## config.mk

```make
export PLATFORM = sky130hd
export DESIGN_NAME = mem_unit
export DESIGN_NICKNAME = d
export VERILOG_FILES = /design/src/rtl/mem_unit_pkg.sv /design/src/rtl/mem_align.sv /design/src/rtl/mem_unit.sv
export SDC_FILE = /design/constraint.sdc
export NUM_CORES = 2
export LEC_CHECK = 0
export CAP_MARGIN = 20
export CELL_PAD_IN_SITES_DETAIL_PLACEMENT = 0
export CELL_PAD_IN_SITES_GLOBAL_PLACEMENT = 1
export CORE_MARGIN = 1
export CORE_UTILIZATION = 25
export DETAILED_ROUTE_END_ITERATION = 8
export GPL_TIMING_DRIVEN = 0
export PLACE_DENSITY_LB_ADDON = 0.1
export SLEW_MARGIN = 0
export SYNTH_ARGS = -nofsm -noshare
export SYNTH_HDL_FRONTEND = slang
export SYNTH_HIERARCHICAL = 1
export SYNTH_SLANG_ARGS = --single-unit
```

## constraint.sdc

```tcl
create_clock -name clk -period 5.1 [get_ports clk]
set_clock_uncertainty 0.2 [all_clocks]
set_input_delay 0.765 -clock clk [delete_from_list [all_inputs] [get_ports clk]]
set_output_delay 0.765 -clock clk [all_outputs]
set_load 0.03 [all_outputs]
```

## src/rtl/mem_unit_pkg.sv

```systemverilog
// Shared constants for the mem_unit data memory:
// funct3 codes, FSM states and the latency counter width.
package mem_unit_pkg;

    localparam int CNT_W = 4;

    localparam logic [2:0] F3_B  = 3'b000;
    localparam logic [2:0] F3_H  = 3'b001;
    localparam logic [2:0] F3_W  = 3'b010;
    localparam logic [2:0] F3_BU = 3'b100;
    localparam logic [2:0] F3_HU = 3'b101;

    typedef enum logic [1:0] {
        IDLE,
        WAIT,
        RESP
    } state_e;

endpackage

```

## src/rtl/mem_align.sv

```systemverilog
// Load lane extract/extend and store byte merge for mem_unit.
// Byte/halfword lanes exist only with MEM_UNIT_SUBWORD_EN defined.
module mem_align
    import mem_unit_pkg::*;
#(
    parameter int XLEN = 32
) (
    input  logic            write_i,
    input  logic [2:0]      funct3_i,
    input  logic [1:0]      offset_i,
    input  logic [XLEN-1:0] wdata_i,
    input  logic [XLEN-1:0] word_i,
    output logic [XLEN-1:0] load_o,
    output logic [XLEN-1:0] store_o,
    output logic            err_o
);

`ifdef MEM_UNIT_SUBWORD_EN
    logic [4:0]      sh;
    logic [XLEN-1:0] lane;
    logic [XLEN-1:0] bmask;
    logic [XLEN-1:0] hmask;

    assign sh    = {offset_i, 3'b000};
    assign lane  = word_i >> sh;
    assign bmask = XLEN'(8'hFF) << sh;
    assign hmask = XLEN'(16'hFFFF) << sh;

    always_comb begin
        load_o  = '0;
        store_o = word_i;
        err_o   = 1'b0;
        case (funct3_i)
            F3_B: begin
                if (write_i)
                    store_o = (word_i & ~bmask)
                            | (XLEN'(wdata_i[7:0]) << sh);
                else
                    load_o = {{(XLEN-8){lane[7]}}, lane[7:0]};
            end
            F3_H: begin
                err_o = offset_i[0];
                if (write_i)
                    store_o = (word_i & ~hmask)
                            | (XLEN'(wdata_i[15:0]) << sh);
                else
                    load_o = {{(XLEN-16){lane[15]}}, lane[15:0]};
            end
            F3_W: begin
                err_o = offset_i != 2'b00;
                if (write_i)
                    store_o = wdata_i;
                else
                    load_o = word_i;
            end
            F3_BU: begin
                err_o  = write_i;
                load_o = XLEN'(lane[7:0]);
            end
            F3_HU: begin
                err_o  = write_i | offset_i[0];
                load_o = XLEN'(lane[15:0]);
            end
            default: err_o = 1'b1;
        endcase
    end
`else
    always_comb begin
        load_o  = word_i;
        store_o = write_i ? wdata_i : word_i;
        err_o   = (funct3_i != F3_W) || (offset_i != 2'b00);
    end
`endif

endmodule

```

## src/rtl/mem_unit.sv

```systemverilog
// Fixed-latency data memory with IDLE/WAIT/RESP handshake FSM.
// Define MEM_UNIT_SUBWORD_EN to enable byte/halfword accesses.
module mem_unit
    import mem_unit_pkg::*;
#(
    parameter int XLEN    = 32,
    parameter int DEPTH   = 128,
    parameter int LATENCY = 2
) (
    input  logic            clk,
    input  logic            rst,
    input  logic            req_valid,
    output logic            req_ready,
    input  logic            req_write,
    input  logic [2:0]      req_funct3,
    input  logic [XLEN-1:0] req_addr,
    input  logic [XLEN-1:0] req_wdata,
    output logic            resp_valid,
    output logic [XLEN-1:0] resp_rdata,
    output logic            resp_err
);

    localparam int AW     = $clog2(DEPTH);
    localparam int IDX_HI = AW + 1;

    typedef logic [DEPTH-1:0][XLEN-1:0] mem_t;

    function automatic mem_t init_mem();
        mem_t m;
        for (int i = 0; i < DEPTH; i++)
            m[i] = XLEN'(i);
        return m;
    endfunction

    mem_t mem_q = init_mem();

    state_e          state_q;
    logic [CNT_W-1:0] cnt_q;
    logic            write_q;
    logic [2:0]      funct3_q;
    logic [XLEN-1:0] addr_q;
    logic [XLEN-1:0] wdata_q;
    logic            resp_valid_q;
    logic            resp_err_q;
    logic [XLEN-1:0] resp_rdata_q;

    logic            in_idle;
    logic            accept;
    logic            enter_resp;
    logic            cur_write;
    logic [2:0]      cur_funct3;
    logic [XLEN-1:0] cur_addr;
    logic [XLEN-1:0] cur_wdata;
    logic [AW-1:0]   idx;
    logic [XLEN-1:0] hi_bits;
    logic            oor;
    logic            align_err;
    logic            err;
    logic [XLEN-1:0] load_data;
    logic [XLEN-1:0] store_data;

    assign in_idle   = state_q == IDLE;
    assign req_ready = in_idle & ~rst;
    assign accept    = req_valid & req_ready;

    // With zero latency the access completes on the accept edge itself.
    assign cur_write  = in_idle ? req_write  : write_q;
    assign cur_funct3 = in_idle ? req_funct3 : funct3_q;
    assign cur_addr   = in_idle ? req_addr   : addr_q;
    assign cur_wdata  = in_idle ? req_wdata  : wdata_q;

    assign enter_resp = ~rst & ((LATENCY == 0) ? accept
                      : (state_q == WAIT && cnt_q == '0));

    assign idx     = cur_addr[IDX_HI:2];
    assign hi_bits = cur_addr >> (IDX_HI + 1);
    assign oor     = |hi_bits;
    assign err     = align_err | oor;

    mem_align #(
        .XLEN(XLEN)
    ) u_align (
        .write_i (cur_write),
        .funct3_i(cur_funct3),
        .offset_i(cur_addr[1:0]),
        .wdata_i (cur_wdata),
        .word_i  (mem_q[idx]),
        .load_o  (load_data),
        .store_o (store_data),
        .err_o   (align_err)
    );

    always_ff @(posedge clk) begin
        if (enter_resp && cur_write && !err)
            mem_q[idx] <= store_data;
    end

    always_ff @(posedge clk) begin
        if (rst) begin
            state_q      <= IDLE;
            cnt_q        <= '0;
            write_q      <= 1'b0;
            funct3_q     <= '0;
            addr_q       <= '0;
            wdata_q      <= '0;
            resp_valid_q <= 1'b0;
            resp_err_q   <= 1'b0;
            resp_rdata_q <= '0;
        end else begin
            resp_valid_q <= enter_resp;
            resp_err_q   <= enter_resp & err;
            resp_rdata_q <= (enter_resp && !err && !cur_write)
                          ? load_data : '0;
            unique case (state_q)
                IDLE: begin
                    if (accept) begin
                        write_q  <= req_write;
                        funct3_q <= req_funct3;
                        addr_q   <= req_addr;
                        wdata_q  <= req_wdata;
                        if (LATENCY == 0) begin
                            state_q <= RESP;
                        end else begin
                            state_q <= WAIT;
                            cnt_q   <= CNT_W'(LATENCY - 1);
                        end
                    end
                end
                WAIT: begin
                    if (cnt_q == '0)
                        state_q <= RESP;
                    else
                        cnt_q <= cnt_q - CNT_W'(1);
                end
                RESP:    state_q <= IDLE;
                default: state_q <= IDLE;
            endcase
        end
    end

    // Mid-cycle reset must suppress a pending response immediately.
    assign resp_valid = resp_valid_q & ~rst;
    assign resp_err   = resp_err_q & ~rst;
    assign resp_rdata = rst ? '0 : resp_rdata_q;

endmodule

```

==> metrics.txt <==
worst min-delay path class in -> reg; number of design rule violations left after detail routing 0; min setup slack post-route -0.329 ns; total wire length after detailed routing 960,000 µm; vias in the first global route 123k; startpoint of the tightest hold check path req_wdata[8]; wire length of the first global-routing pass 1,220,000 µm; number of levels the H-tree was split into 6; vertical die dimension 827 µm; iteration-0 DRC count of the detailed router 18.7k; HPWL after detailed placement 613,000 µm; Root Driver clkbuf_16; EDFF count, synth between 4k and 5k; Final ANT Viol Nets 0; final setup vio count 3,916; net count of the finished layout 14.5k; share of final-layout standard cells stronger than drive strength 1 between 20 and 25%; worst path bufs/invs 8; count of TritonRoute iterations in the first routing pass 6; final total power 0.0929 W; most frequent standard cell in the layout excluding fill and tap cells edfxtp_1; average wire length per cell after detail routing 40.2 µm; Die Width 827 µm; biggest area consumer among synthesized cells edfxtp_1; worst flop-to-flop path startpoint state_q[0]; cell type with the highest occurrence count on the critical path buf_12; netlist area before placement 170,000 µm²; clock latency on the worst-skew pair 1.13 ns; number of sinks on the clock net 4,204; slew of the pin with the lowest slew margin 1.29 ns; Crit path arrival time 5.90 ns; warnings from Yosys 6; crit path capture type flip-flop; worst slew slack as a fraction of its limit 13.7%; number of antenna violations at the first check in global routing 188; via count of the routed design 131k; launch point of the critical path state_q[0]; maximum number of pins on one net before global-route repair 81; worst endpoint required time 5.57 ns; number of violations of the max-capacitance limit 0; Hold Vio Cnt, Final 0; synth-to-layout area growth 32.5%; TritonCTS clock tree built; main flop type after synthesis edfxtp_1; Peak supply drop 380 µV; worst setup timing slack at the placement stage -3.45 ns; overall routing resource usage between 20% and 30%; sequential-to-total area share from yosys stat 73.6%; synthesized instance count 12.8k; critical path's top delay family buffers and inverters; final weighted congestion of routability-driven global placement 0.856; clock tree buffer depth 4; RSZ-0062 raised after global routing yes; Leak Pwr 72.7 nW; net count of the mapped netlist 12.9k; highest clock rate 184 MHz; run status complete, but fails checks; per-instance average area after synthesis 13.3 µm²; number of primary I/O pins 106; clock transition at the registers of the reported paths 0.06 ns; minimum clock period 5.43 ns; PortBufs 105; top cells by area in the synthesized netlist edfxtp_1, nand3_1, a21oi_1, o21ai_0, o41ai_1; P per Cell Area 412 nW/µm²; area enclosed by the die boundary 684,000 µm²; via density per instance 5.46; number of CTS-inserted buffers about 520; Seq cells post-synth 4,204; startpoint type of the worst setup path flip-flop; fraction of the cycle the final worst path needs 106%; Async S/R FF share, synth 0%; maximum cell stage delay along the critical path 0.72 ns; violations in the final reports setup timing; distinct cell type count of the synthesized netlist 48; cell breakdown of the critical path buf_6, or3b_4, buf_12, buf_12, buf_12, buf_12, buf_8, nand3_1, a21oi_2, o41ai_4, a41oi_4, or4_4, mux2_8, buf_6, buf_16; starting density of the core 25.1%; number of buffers added to fix hold violations after cts 0; Crit Path Category reg -> reg; fraction of post-synthesis cell area in the top cell type by area approximately 72%; core area 677,000 µm²; Site Rows 302; final slew viol count 0; total congestion overflow after global routing 0; Slowest cell on crit path o41ai_4; CP Max Fanout 32; commonest cells after routing, fill and taps aside edfxtp_1, nand3_1, a21oi_1
==> final cells by class <==
type | instances | area, µm²
diodes | 121 | 303
plain buffers | 1290 | 8350
clock buffers | 684 | 13900
clock inverters | 232 | 1830
fillers | 66800 | 452000
inverters | 9 | 33.8
multi-input cells | 7390 | 50500
flip-flops and latches | 4204 | 125000
well taps | 8968 | 11200
repair buffers | 988 | 14200
==> state kept, by name (all words and copies together) (netlist names), 2 cells and up <==
name and flops:
funct3_q 3, cnt_q 4, wdata_q 32, mem_q 4096, addr_q 32, resp_rdata_q 32, state_q 2
==> cells by family after synthesis <==
logic type               after synthesis  share of synthesized area [%]
AO/OA/AOI/OAI                       4826                           15.8
multiplexers                          33                          0.285
XOR/XNOR                               2                         0.0103
adder cells (fa/ha/maj)                2                         0.0147
flip-flops                          4204                           73.6
AND/OR/NAND/NOR                     2471                           7.22
buffers and inverters               1301                           3.13
==> cell usage after synthesis (all sizes together) (14+ instances only) <==
| master | number |
|---|---|
| edfxtp | 4096 |
| nand3 | 2054 |
| o21ai | 2054 |
| a21oi | 2050 |
| clkbuf | 914 |
| o41ai | 512 |
| buf | 378 |
| nor2 | 136 |
| nand2 | 132 |
| a41oi | 128 |
| dfxtp | 108 |
| a22o | 68 |
| and2 | 35 |
| nor2b | 34 |
| mux2 | 33 |
| or4 | 33 |
| nor4 | 14 |
==> path summary, 6_finish.rpt <==
kind | end | slack (ns) | cells past startpoint
setup / recovery | mem_q[3437] | -0.33 | 15
hold / removal | wdata_q[8] | 0.10 | 2
setup reg to reg | mem_q[3437] | -0.33 | 15
hold reg to reg | wdata_q[14] | 0.27 | 1
==> stage by stage <==
stage	instance area [µm²]	utilization [%]	hold slack, ns	instances	setup TNS [ns]
detailed placement	193000	28.4	0.255	22400	-
floorplan	170000	-	0.242	12800	-253.04
global placement	182000	26.9	0.255	21900	-
finish	225000	33.3	0.104	23900	-394.75
global route	225000	33.3	0.0936	23800	-57.53
CTS	220000	32.5	0.0244	23600	-320.87
==> power breakdown <==
group | switching, W | leakage, nW | total [W] | internal (W)
sequential | 0.0000289 | 38.1 | 0.0400 | 0.0400
clock | 0.0158 | 7.64 | 0.0357 | 0.0199
combinational | 0.0131 | 27.0 | 0.0172 | 0.00410
==> routing by layer <==
| metal | global-route usage (%) | part of all wire [%] | routed length, µm | vias up |
|---|---|---|---|---|
| met1 | 37.7 | 42 | 407000 | 68600 |
| li1 | - | - | - | 54000 |
| met5 | 0 | 0.050 | 478 | - |
| met3 | 5.29 | 9.9 | 94600 | 1236 |
| met4 | 9.74 | 4.5 | 43100 | 42 |
| met2 | 39.6 | 43 | 414000 | 6608 |
==> what timing repair did <==
action                                  in CTS  in global routing
cloned                                      80                 47
resized for setup                         1542                962
buffers inserted                           215                129
endpoints found under the setup margin    8224               6834
pin swaps                                  226                193
No activity file was read; power rests on OpenSTA's default activity.
